**src/rtl/alu_issue_stage.sv**
```systemverilog
// ID/EX issue stage: forwards operands at capture, selects immediate for B and
// holds issued work in a 2-entry skid buffer that snoops the WB bus while held.

module alu_issue_fwd #(
  parameter int XLEN   = 32,
  parameter int REG_AW = 5
) (
  input  logic [REG_AW-1:0] addr_i,
  input  logic [XLEN-1:0]   rf_data_i,
  input  logic              ex_valid_i,
  input  logic [REG_AW-1:0] ex_rd_i,
  input  logic [XLEN-1:0]   ex_data_i,
  input  logic              wb_valid_i,
  input  logic [REG_AW-1:0] wb_rd_i,
  input  logic [XLEN-1:0]   wb_data_i,
  output logic [XLEN-1:0]   data_o
);
  // x0 reads as zero even if a producer claims rd=0; EX beats WB.
  assign data_o = (addr_i == '0)                       ? '0        :
                  (ex_valid_i && (ex_rd_i == addr_i))  ? ex_data_i :
                  (wb_valid_i && (wb_rd_i == addr_i))  ? wb_data_i :
                                                         rf_data_i;
endmodule

module alu_issue_stage #(
  parameter int XLEN   = 32,
  parameter int REG_AW = 5
) (
  input  logic              clk_i,
  input  logic              rst_ni,
  input  logic              flush_i,
  input  logic              in_valid_i,
  output logic              in_ready_o,
  input  logic [REG_AW-1:0] rs1_addr_i,
  input  logic [REG_AW-1:0] rs2_addr_i,
  input  logic [XLEN-1:0]   rs1_data_i,
  input  logic [XLEN-1:0]   rs2_data_i,
  input  logic [XLEN-1:0]   imm_i,
  input  logic              use_imm_i,
  input  logic [4:0]        alu_op_i,
  input  logic [REG_AW-1:0] rd_addr_i,
  input  logic              fwd_ex_valid_i,
  input  logic [REG_AW-1:0] fwd_ex_rd_i,
  input  logic [XLEN-1:0]   fwd_ex_data_i,
  input  logic              fwd_wb_valid_i,
  input  logic [REG_AW-1:0] fwd_wb_rd_i,
  input  logic [XLEN-1:0]   fwd_wb_data_i,
  output logic              out_valid_o,
  input  logic              out_ready_i,
  output logic [XLEN-1:0]   a_o,
  output logic [XLEN-1:0]   b_o,
  output logic [4:0]        alu_op_o,
  output logic [REG_AW-1:0] rd_addr_o
);
  typedef enum logic [1:0] {EMPTY, ONE, FULL} state_t;

  typedef struct packed {
    logic [XLEN-1:0]   a;
    logic [XLEN-1:0]   b;
    logic [4:0]        op;
    logic [REG_AW-1:0] rd;
    logic [REG_AW-1:0] rs1;
    logic [REG_AW-1:0] rs2;
    logic              use_imm;
  } entry_t;

  state_t state_q, state_d;
  entry_t main_q, main_d, skid_q, skid_d, new_e;

  logic [1:0][REG_AW-1:0] src_addr;
  logic [1:0][XLEN-1:0]   src_rf, src_fwd;
  logic                   accept, issue;

  assign src_addr = {rs2_addr_i, rs1_addr_i};
  assign src_rf   = {rs2_data_i, rs1_data_i};

  for (genvar s = 0; s < 2; s++) begin : g_src
    alu_issue_fwd #(.XLEN(XLEN), .REG_AW(REG_AW)) u_fwd (
      .addr_i    (src_addr[s]),
      .rf_data_i (src_rf[s]),
      .ex_valid_i(fwd_ex_valid_i),
      .ex_rd_i   (fwd_ex_rd_i),
      .ex_data_i (fwd_ex_data_i),
      .wb_valid_i(fwd_wb_valid_i),
      .wb_rd_i   (fwd_wb_rd_i),
      .wb_data_i (fwd_wb_data_i),
      .data_o    (src_fwd[s])
    );
  end

  // Held entries only see WB; an EX producer of a held source retires via WB later.
  function automatic entry_t snoop(entry_t e, logic v, logic [REG_AW-1:0] rd,
                                   logic [XLEN-1:0] d);
    entry_t r;
    r = e;
    if (v && (e.rs1 != '0) && (e.rs1 == rd)) r.a = d;
    if (v && !e.use_imm && (e.rs2 != '0) && (e.rs2 == rd)) r.b = d;
    return r;
  endfunction

  assign in_ready_o  = (state_q != FULL);
  assign out_valid_o = (state_q != EMPTY);
  assign accept      = in_valid_i & in_ready_o;
  assign issue       = out_valid_o & out_ready_i;

  always_comb begin
    new_e.a       = src_fwd[0];
    new_e.b       = use_imm_i ? imm_i : src_fwd[1];
    new_e.op      = alu_op_i;
    new_e.rd      = rd_addr_i;
    new_e.rs1     = rs1_addr_i;
    new_e.rs2     = rs2_addr_i;
    new_e.use_imm = use_imm_i;
  end

  always_comb begin
    state_d = state_q;
    main_d  = snoop(main_q, fwd_wb_valid_i, fwd_wb_rd_i, fwd_wb_data_i);
    skid_d  = snoop(skid_q, fwd_wb_valid_i, fwd_wb_rd_i, fwd_wb_data_i);
    case (state_q)
      EMPTY: if (accept) begin
        main_d  = new_e;
        state_d = ONE;
      end
      ONE: begin
        if (accept && issue) main_d = new_e;
        else if (accept) begin
          skid_d  = new_e;
          state_d = FULL;
        end else if (issue) state_d = EMPTY;
      end
      FULL: if (issue) begin
        main_d  = skid_d;
        state_d = ONE;
      end
      default: state_d = EMPTY;
    endcase
    if (flush_i) state_d = EMPTY;
  end

  always_ff @(posedge clk_i) begin
    if (!rst_ni) begin
      state_q <= EMPTY;
      main_q  <= '0;
      skid_q  <= '0;
    end else begin
      state_q <= state_d;
      main_q  <= main_d;
      skid_q  <= skid_d;
    end
  end

  assign a_o       = main_q.a;
  assign b_o       = main_q.b;
  assign alu_op_o  = main_q.op;
  assign rd_addr_o = main_q.rd;
endmodule

```
**config.mk**
```make
export PLATFORM = sky130hd
export DESIGN_NAME = alu_issue_stage
export DESIGN_NICKNAME = d
export VERILOG_FILES = /design/src/rtl/alu_issue_stage.sv
export SDC_FILE = /design/constraint.sdc
export NUM_CORES = 1
export LEC_CHECK = 0
export CAP_MARGIN = 10
export CORE_MARGIN = 2
export CORE_UTILIZATION = 56
export CTS_CLUSTER_DIAMETER = 30
export DETAILED_ROUTE_END_ITERATION = 10
export GPL_TIMING_DRIVEN = 0
export PLACE_DENSITY = 0.94
export SLEW_MARGIN = 5
export SYNTH_ARGS = -nofsm -noshare
export SYNTH_HDL_FRONTEND = slang
export SYNTH_SLANG_ARGS = --single-unit
export TNS_END_PERCENT = 100
```
**constraint.sdc**
```tcl
create_clock -name clk_i -period 3.85 [get_ports clk_i]
set_clock_uncertainty 0.05 [all_clocks]
set_input_delay 0.77 -clock clk_i [delete_from_list [all_inputs] [get_ports clk_i]]
set_output_delay 0.77 -clock clk_i [all_outputs]
set_load 0.01 [all_outputs]
```
==> flow_summary.toml <==
[run_status]
status = "finished, violations left"
violations = "negative setup slack"

[sta]
relSlewSlack_pct = 13.2
tightest_slew_ns = 1.29
hold_viol_final = 0
timing.hold.ws_ns = 0.410
setup_slack_ns = -0.0258
setup_tns_ns = -0.0258
slew_viol_final = 0
setup_viol = 1
fmaxAchievable_mhz = 258
fin_crit_ns = 3.88
rsz0062_at_grt = "no"
post-route-period-util_pct = 101

[finish]
diodes = 0
area_growth_pct = 29.4
nets = 2001
drive_gt1_share_pct = 8.54

[clock_network]
cts_hold_buf = 0
cts_buffers = 17
postCtsSetupBuffers = 0
clock_sinks = 172
htreeDepth = 4
cts_tree = "built"
clk_path_buf_depth = 2
postCtsResizedCells = 0
clkLatencyLatePin_ns = 0.45
clockRootBuffer = "clkbuf_16"
path_clk_slew_ns = 0.08

[logic_synthesis]
yosys.area_share.simple_pct = 17.3
synth_top_family_by_area = "compound AO/OA/AOI/OAI gates"
yosysSeqAreaShare_pct = 27.9
ys.flop_type = "dfxtp_1"
synth_xor_area_share_pct = 2.62
synth_area_per_cell_um2 = 8.13
syn_nets = 1716
syn_inst = 1518
syn-cell-area_mm2 = 0.0123
synth_edf_count = 0
synth_cell_types = 57
synthMuxAreaShare_pct = 9.33
synth-seq-cells = 172
ys_warn_count = 0
synthAdderAreaFrac_pct = 0
synth_compound_area_share_pct = 31.1
synthArstFlopShare_pct = 0

[hold_path]
hold_class = "flip-flop to flip-flop"
holdCritStartpoint = "skid_q[13]$_SDFFE_PN0P_"

[job]
cap_violations = 0

[place]
dp_slack_ns = -0.160
globalplace.congestion = 1.03
io_buffers = 266
hpwlAfterDp_mm = 39.9

[global_routing]
grt_pass1_wl_mm = 80.3
grt_max_degree = 20
grt_pass1_vias = 13700
antenna_found_initial = 0
grt_use_total_pct = 43.8
grt.overflow.total = 0

[die]
die_area_mm2 = 0.0232
start_util_pct = 56.7
die_h_um = 152
rows = 54
core_area_mm2 = 0.0218
ios = 274
die_w_um = 152

[critical_path]
crit_chain = "clkdlybuf4s50_1 > xor2_1 > nor4_2 > and2_1 > buf_2 > buf_4 > buf_2 > o31ai_1 > a221oi_1"
worstReg2RegStart = "state_q[1]$_SDFFE_PP0P_"
cp_top_family = "simple AND/OR/NAND/NOR gates"
slowest_stage = "nor4_2"
required_ns = 4.12
max_stage_delay_ns = 1.10
crit_arrival_ns = 4.14
crit_top_cell = "buf_2"
critPathCaptureType = "flip-flop"
start_kind = "input pin"
startpoint = "rs2_addr_i[2]"
crit_type = "input pin to flip-flop"
cp_max_fo = 10
cp_num_buf_inv = 4

[routing]
via_per_inst = 7.05
wire_per_inst_um = 25.6
drc = 0
drtIter0Drc = 2258
routed_wl_mm = 53.7
drtAntennaViolNets = 0
vias = 14800
firstDrtPassIters = 8

[pwr]
power_mw = 4.95
ir_drop_mv = 0.312
powerDensity_mw_per_mm2 = 310
p_leak_nw = 5.74
## cells by family (layout without fill, tap and decap cells)
kind of cell,count (synthesis),in the layout
and+or+nand+nor,411,411
AOI/OAI and AO/OA,503,503
xor gates and xnor gates,36,36
buffers and inverters,281,579
DFF,172,172
muxes,115,115
## metrics by stage
stage / std cells / utilization (%) / instance area (um^2)
6_report: 2096 / 73.4 / 16000
5_1_grt: 2096 / 73.4 / 16000
4_1_cts: 2096 / 73.4 / 16000
3_5_place_dp: 2064 / 70.6 / 15400
3_3_place_gp: 2064 / 70.6 / 15400
2_1_floorplan: 1518 / - / 12300
## layout by cell type, fill, tap and decap left out, drive strengths merged, types with 2 or more instances in the layout
master and instances:
clkdlybuf4s50 266, dfxtp 172, nand2 155, clkbuf 153, mux2i 115, buf 110, and3 90, nand3 76
a21boi 64, o31ai 58, a21oi 56, a31oi 53, inv 43, o21ai 38, o22ai 33, nor4b 32
o31a 32, o221ai 32, a221oi 32, o311a 32, nor2 30, o41a 25, xor2 22, a222oi 21
xnor2 14, and2 7, a41oi 7, a22o 6, o211ai 6, clkinv 6, nor4 6, nand2b 4
nor3 4, or4 3, o21bai 2
## routing by layer
metal | GRT usage (%) | up-vias | part of all wire [%]
met2 | 67.5 | 1362 | 42
met3 | 10.3 | 280 | 13
met1 | 56.5 | 6815 | 37
met4 | 24.9 | 0 | 7.4
met5 | 0 | - | 0
li1 | - | 6313 | -
## synthesized netlist by cell type (13+ instances only)
cell / n / area share (%)
o311a_1: 25 / 2.0
a31oi_1: 53 / 2.7
a21oi_1: 55 / 2.2
dfxtp_1: 172 / 28
nand3_1: 76 / 3.1
mux2i_1: 115 / 9.3
buf_4: 80 / 4.9
clkbuf_1: 135 / 4.1
buf_2: 16 / 0.65
xnor2_1: 13 / 0.92
and3_1: 90 / 4.6
nor2_1: 30 / 0.91
nor4b_1: 32 / 2.3
o31ai_1: 58 / 3.5
a222oi_1: 21 / 1.7
a221oi_1: 32 / 2.3
xor2_1: 22 / 1.6
o41a_1: 25 / 2.3
a21boi_0: 63 / 3.8
nand2_1: 155 / 4.7
inv_1: 35 / 1.1
o21ai_1: 34 / 1.4
o221ai_1: 32 / 2.3
o31a_1: 32 / 2.3
o22ai_1: 33 / 1.7
## worst paths after layout
check                           depth (start not counted)  slack [ns]                        to
worst min register to register                          2        0.41   skid_q[13]$_SDFFE_PN0P_
worst max-delay path                                    9       -0.03     skid_q[32]$_SDFF_PN0_
worst max register to register                          7        0.65  alu_op_o[2]$_SDFFE_PN0P_
worst min-delay path                                    2        0.41   skid_q[13]$_SDFFE_PN0P_
## area by class of cell
cell class	instances	area [um^2]
Clock buffer	18	439
Clock inverter	14	169
Sequential cell	172	3440
Timing Repair Buffer	266	2660
Buffer	245	1320
Multi-Input combinational cell	1065	7460
Inverter	36	135
Fill cell	1708	5790
Tap cell	280	350
## worst reg2reg max path: stages (launching register included)
cell and delay [ns]:
dfxtp_1 0.44, nand2b_1 0.32, o22a_1 0.36, clkbuf_1 0.73, clkbuf_1 0.45, buf_1 0.48
a222oi_1 0.16, nor2_1 0.14
## where the power goes
group | switching (mW) | leakage, nW | internal [mW] | total, mW
clock | 0.901 | 0.293 | 0.896 | 1.80
sequential | 0.0516 | 1.40 | 1.85 | 1.90
combinational | 0.713 | 4.05 | 0.539 | 1.25
total | 1.67 | 5.74 | 3.29 | 4.95
## registers in the layout, summed over array words and instances, names as in the netlist
signal     count
alu_op_o       5
main_q        11
skid_q        85
state_q        2
b_o           32
rd_addr_o      5
a_o           32
(Power assumes the default switching activity.)
==> variant (same settings) <==
Reset style: asynchronous (`rst_ni`), changed in one clocked block.
--- a/src/rtl/alu_issue_stage.sv
+++ b/src/rtl/alu_issue_stage.sv
@@ -139,5 +139,5 @@
   end
 
-  always_ff @(posedge clk_i) begin
+  always_ff @(posedge clk_i or negedge rst_ni) begin
     if (!rst_ni) begin
       state_q <= EMPTY;
Behaviour: differs if rst_ni is asserted again (counterexample within 4 cycles, from zero or initial values and one cycle with rst_ni low); with rst_ni held inactive, the same outputs for 4 cycles.
==> variant against the original RTL <==
  * Routed wire length down 23%
  * Maximum frequency rose by 17%
  * Total power grew 30%
  * Final area shrank 6.0%
  * Synthesized area decreased by 7.8%
  * Combinational power increased by 71%
  * Setup slack better by 570 ps
  * Via count fell by 22%
  * Core utilization rose by 1.3 points
  * Sequential cell count stayed put
  * Global-route usage is 5.8 points lower
==> variant: results (changes against the original RTL) <==
\begin{tabular}{lr}
\hline
Metric & Value \\
\hline
\multicolumn{2}{l}{\textbf{Layout}} \\
\quad Number of multi-input logic gates & 850 (-20\%) \\
\quad Layout cells sized above 1 & 10.92\% (+2.4 points) \\
\quad Net count reported at finish & 1687 (-16\%) \\
\quad Total of plain and repair buffers excluding clock buffers & 447 (-13\%) \\
\quad Filler Cells Inserted & 1382 (-19\%) \\
\quad Count of clock-net buffers in the final layout & 20 (+2) \\
\quad Non-Filler Instances & 1773 (-15\%) \\
\quad Seq area share & 28.67\% (+7.1 points) \\
\quad Area of combinational cells with multiple inputs & 0.006018 mm\^{}2 (-19\%) \\
\multicolumn{2}{l}{\textbf{Yosys}} \\
\quad Async S/R FF share, synth & 100.0\% (+100 points) \\
\quad Most numerous cell types in the synthesized netlist & 197 x mux2i\_1, 172 x dfrtp\_1, 78 x nand2\_1 \\
\quad Dominant cells by area after synthesis & dfrtp\_1 38\%, mux2i\_1 17\%, buf\_4 5.1\%, a22oi\_1 3.5\%, o21ai\_0 3.0\% \\
\quad Count of unique library cells instantiated by Yosys & 47 (-18\%) \\
\multicolumn{2}{l}{\textbf{Floorplanning}} \\
\quad Width of the chip & 146.5 um (-3.9\%) \\
\multicolumn{2}{l}{\textbf{Route}} \\
\quad Count of TritonRoute iterations in the first routing pass & 5 (-3) \\
\quad Iteration-0 DRC count of the detailed router & 1362 (-40\%) \\
\multicolumn{2}{l}{\textbf{GRT}} \\
\quad Number of global-route vias before repair & 11920 (-13\%) \\
\quad Met3 layer usage reported by global route & 8.219\% (-2.1 points) \\
\quad Pin count of the biggest net entering global routing & 102 (+410\%) \\
\quad Antenna violations before repair & 1 (+1) \\
\multicolumn{2}{l}{\textbf{Worst setup path}} \\
\quad Slack of the worst reg-to-reg path & 930 ps (+280 ps) \\
\quad CP arrival & 3580 ps (-560 ps) \\
\quad CP max stage delay & 570 ps (-530 ps) \\
\multicolumn{2}{l}{\textbf{Outcome}} \\
\quad Outcome & complete, no violations \\
\multicolumn{2}{l}{\textbf{Placed design}} \\
\quad Worst-case setup slack after placement & 220.4 ps (+380.4 ps) \\
\quad Detailed placer's ending HPWL & 29.21 mm (-27\%) \\
\multicolumn{2}{l}{\textbf{Power and ir drop}} \\
\quad Post-layout total power & 6.452 mW (+30\%) \\
\hline
\end{tabular}
[variant: changes by cell type after synthesis, sizes merged, moves of 63 or more]
cell	change
a21boi	-64
mux2i	+82
and3	-88
dfxtp	-172
dfrtp	+172
nand2	-77
clkbuf	-63
[variant: cells by family (layout without fill, tap and decap cells)]
logic type	Yosys count	count (layout)
AO/OA/AOI/OAI	350	350
XOR/XNOR	36	36
buffers and inverters	180	480
flip-flops	172	172
multiplexers	218	218
other	0	1
AND/OR/NAND/NOR	246	246
[variant: how the worst max path moves through the flow]
stage | end | slack, ps
after floorplan | b_o[2] | 1290
after global placement | b_o[17] | -5260
after global routing | skid_q[79] | 480
final | a_o[6] | 540
after CTS | a_o[6] | 640
after detailed placement | a_o[6] | 220
[variant: metal layers]
| layer | vias to the layer above | share of wire (%) |
|---|---|---|
| met5 | - | 0 |
| li1 | 4917 | - |
| met1 | 5467 | 36 |
| met2 | 982 | 46 |
| met4 | 0 | 5.7 |
| met3 | 201 | 12 |
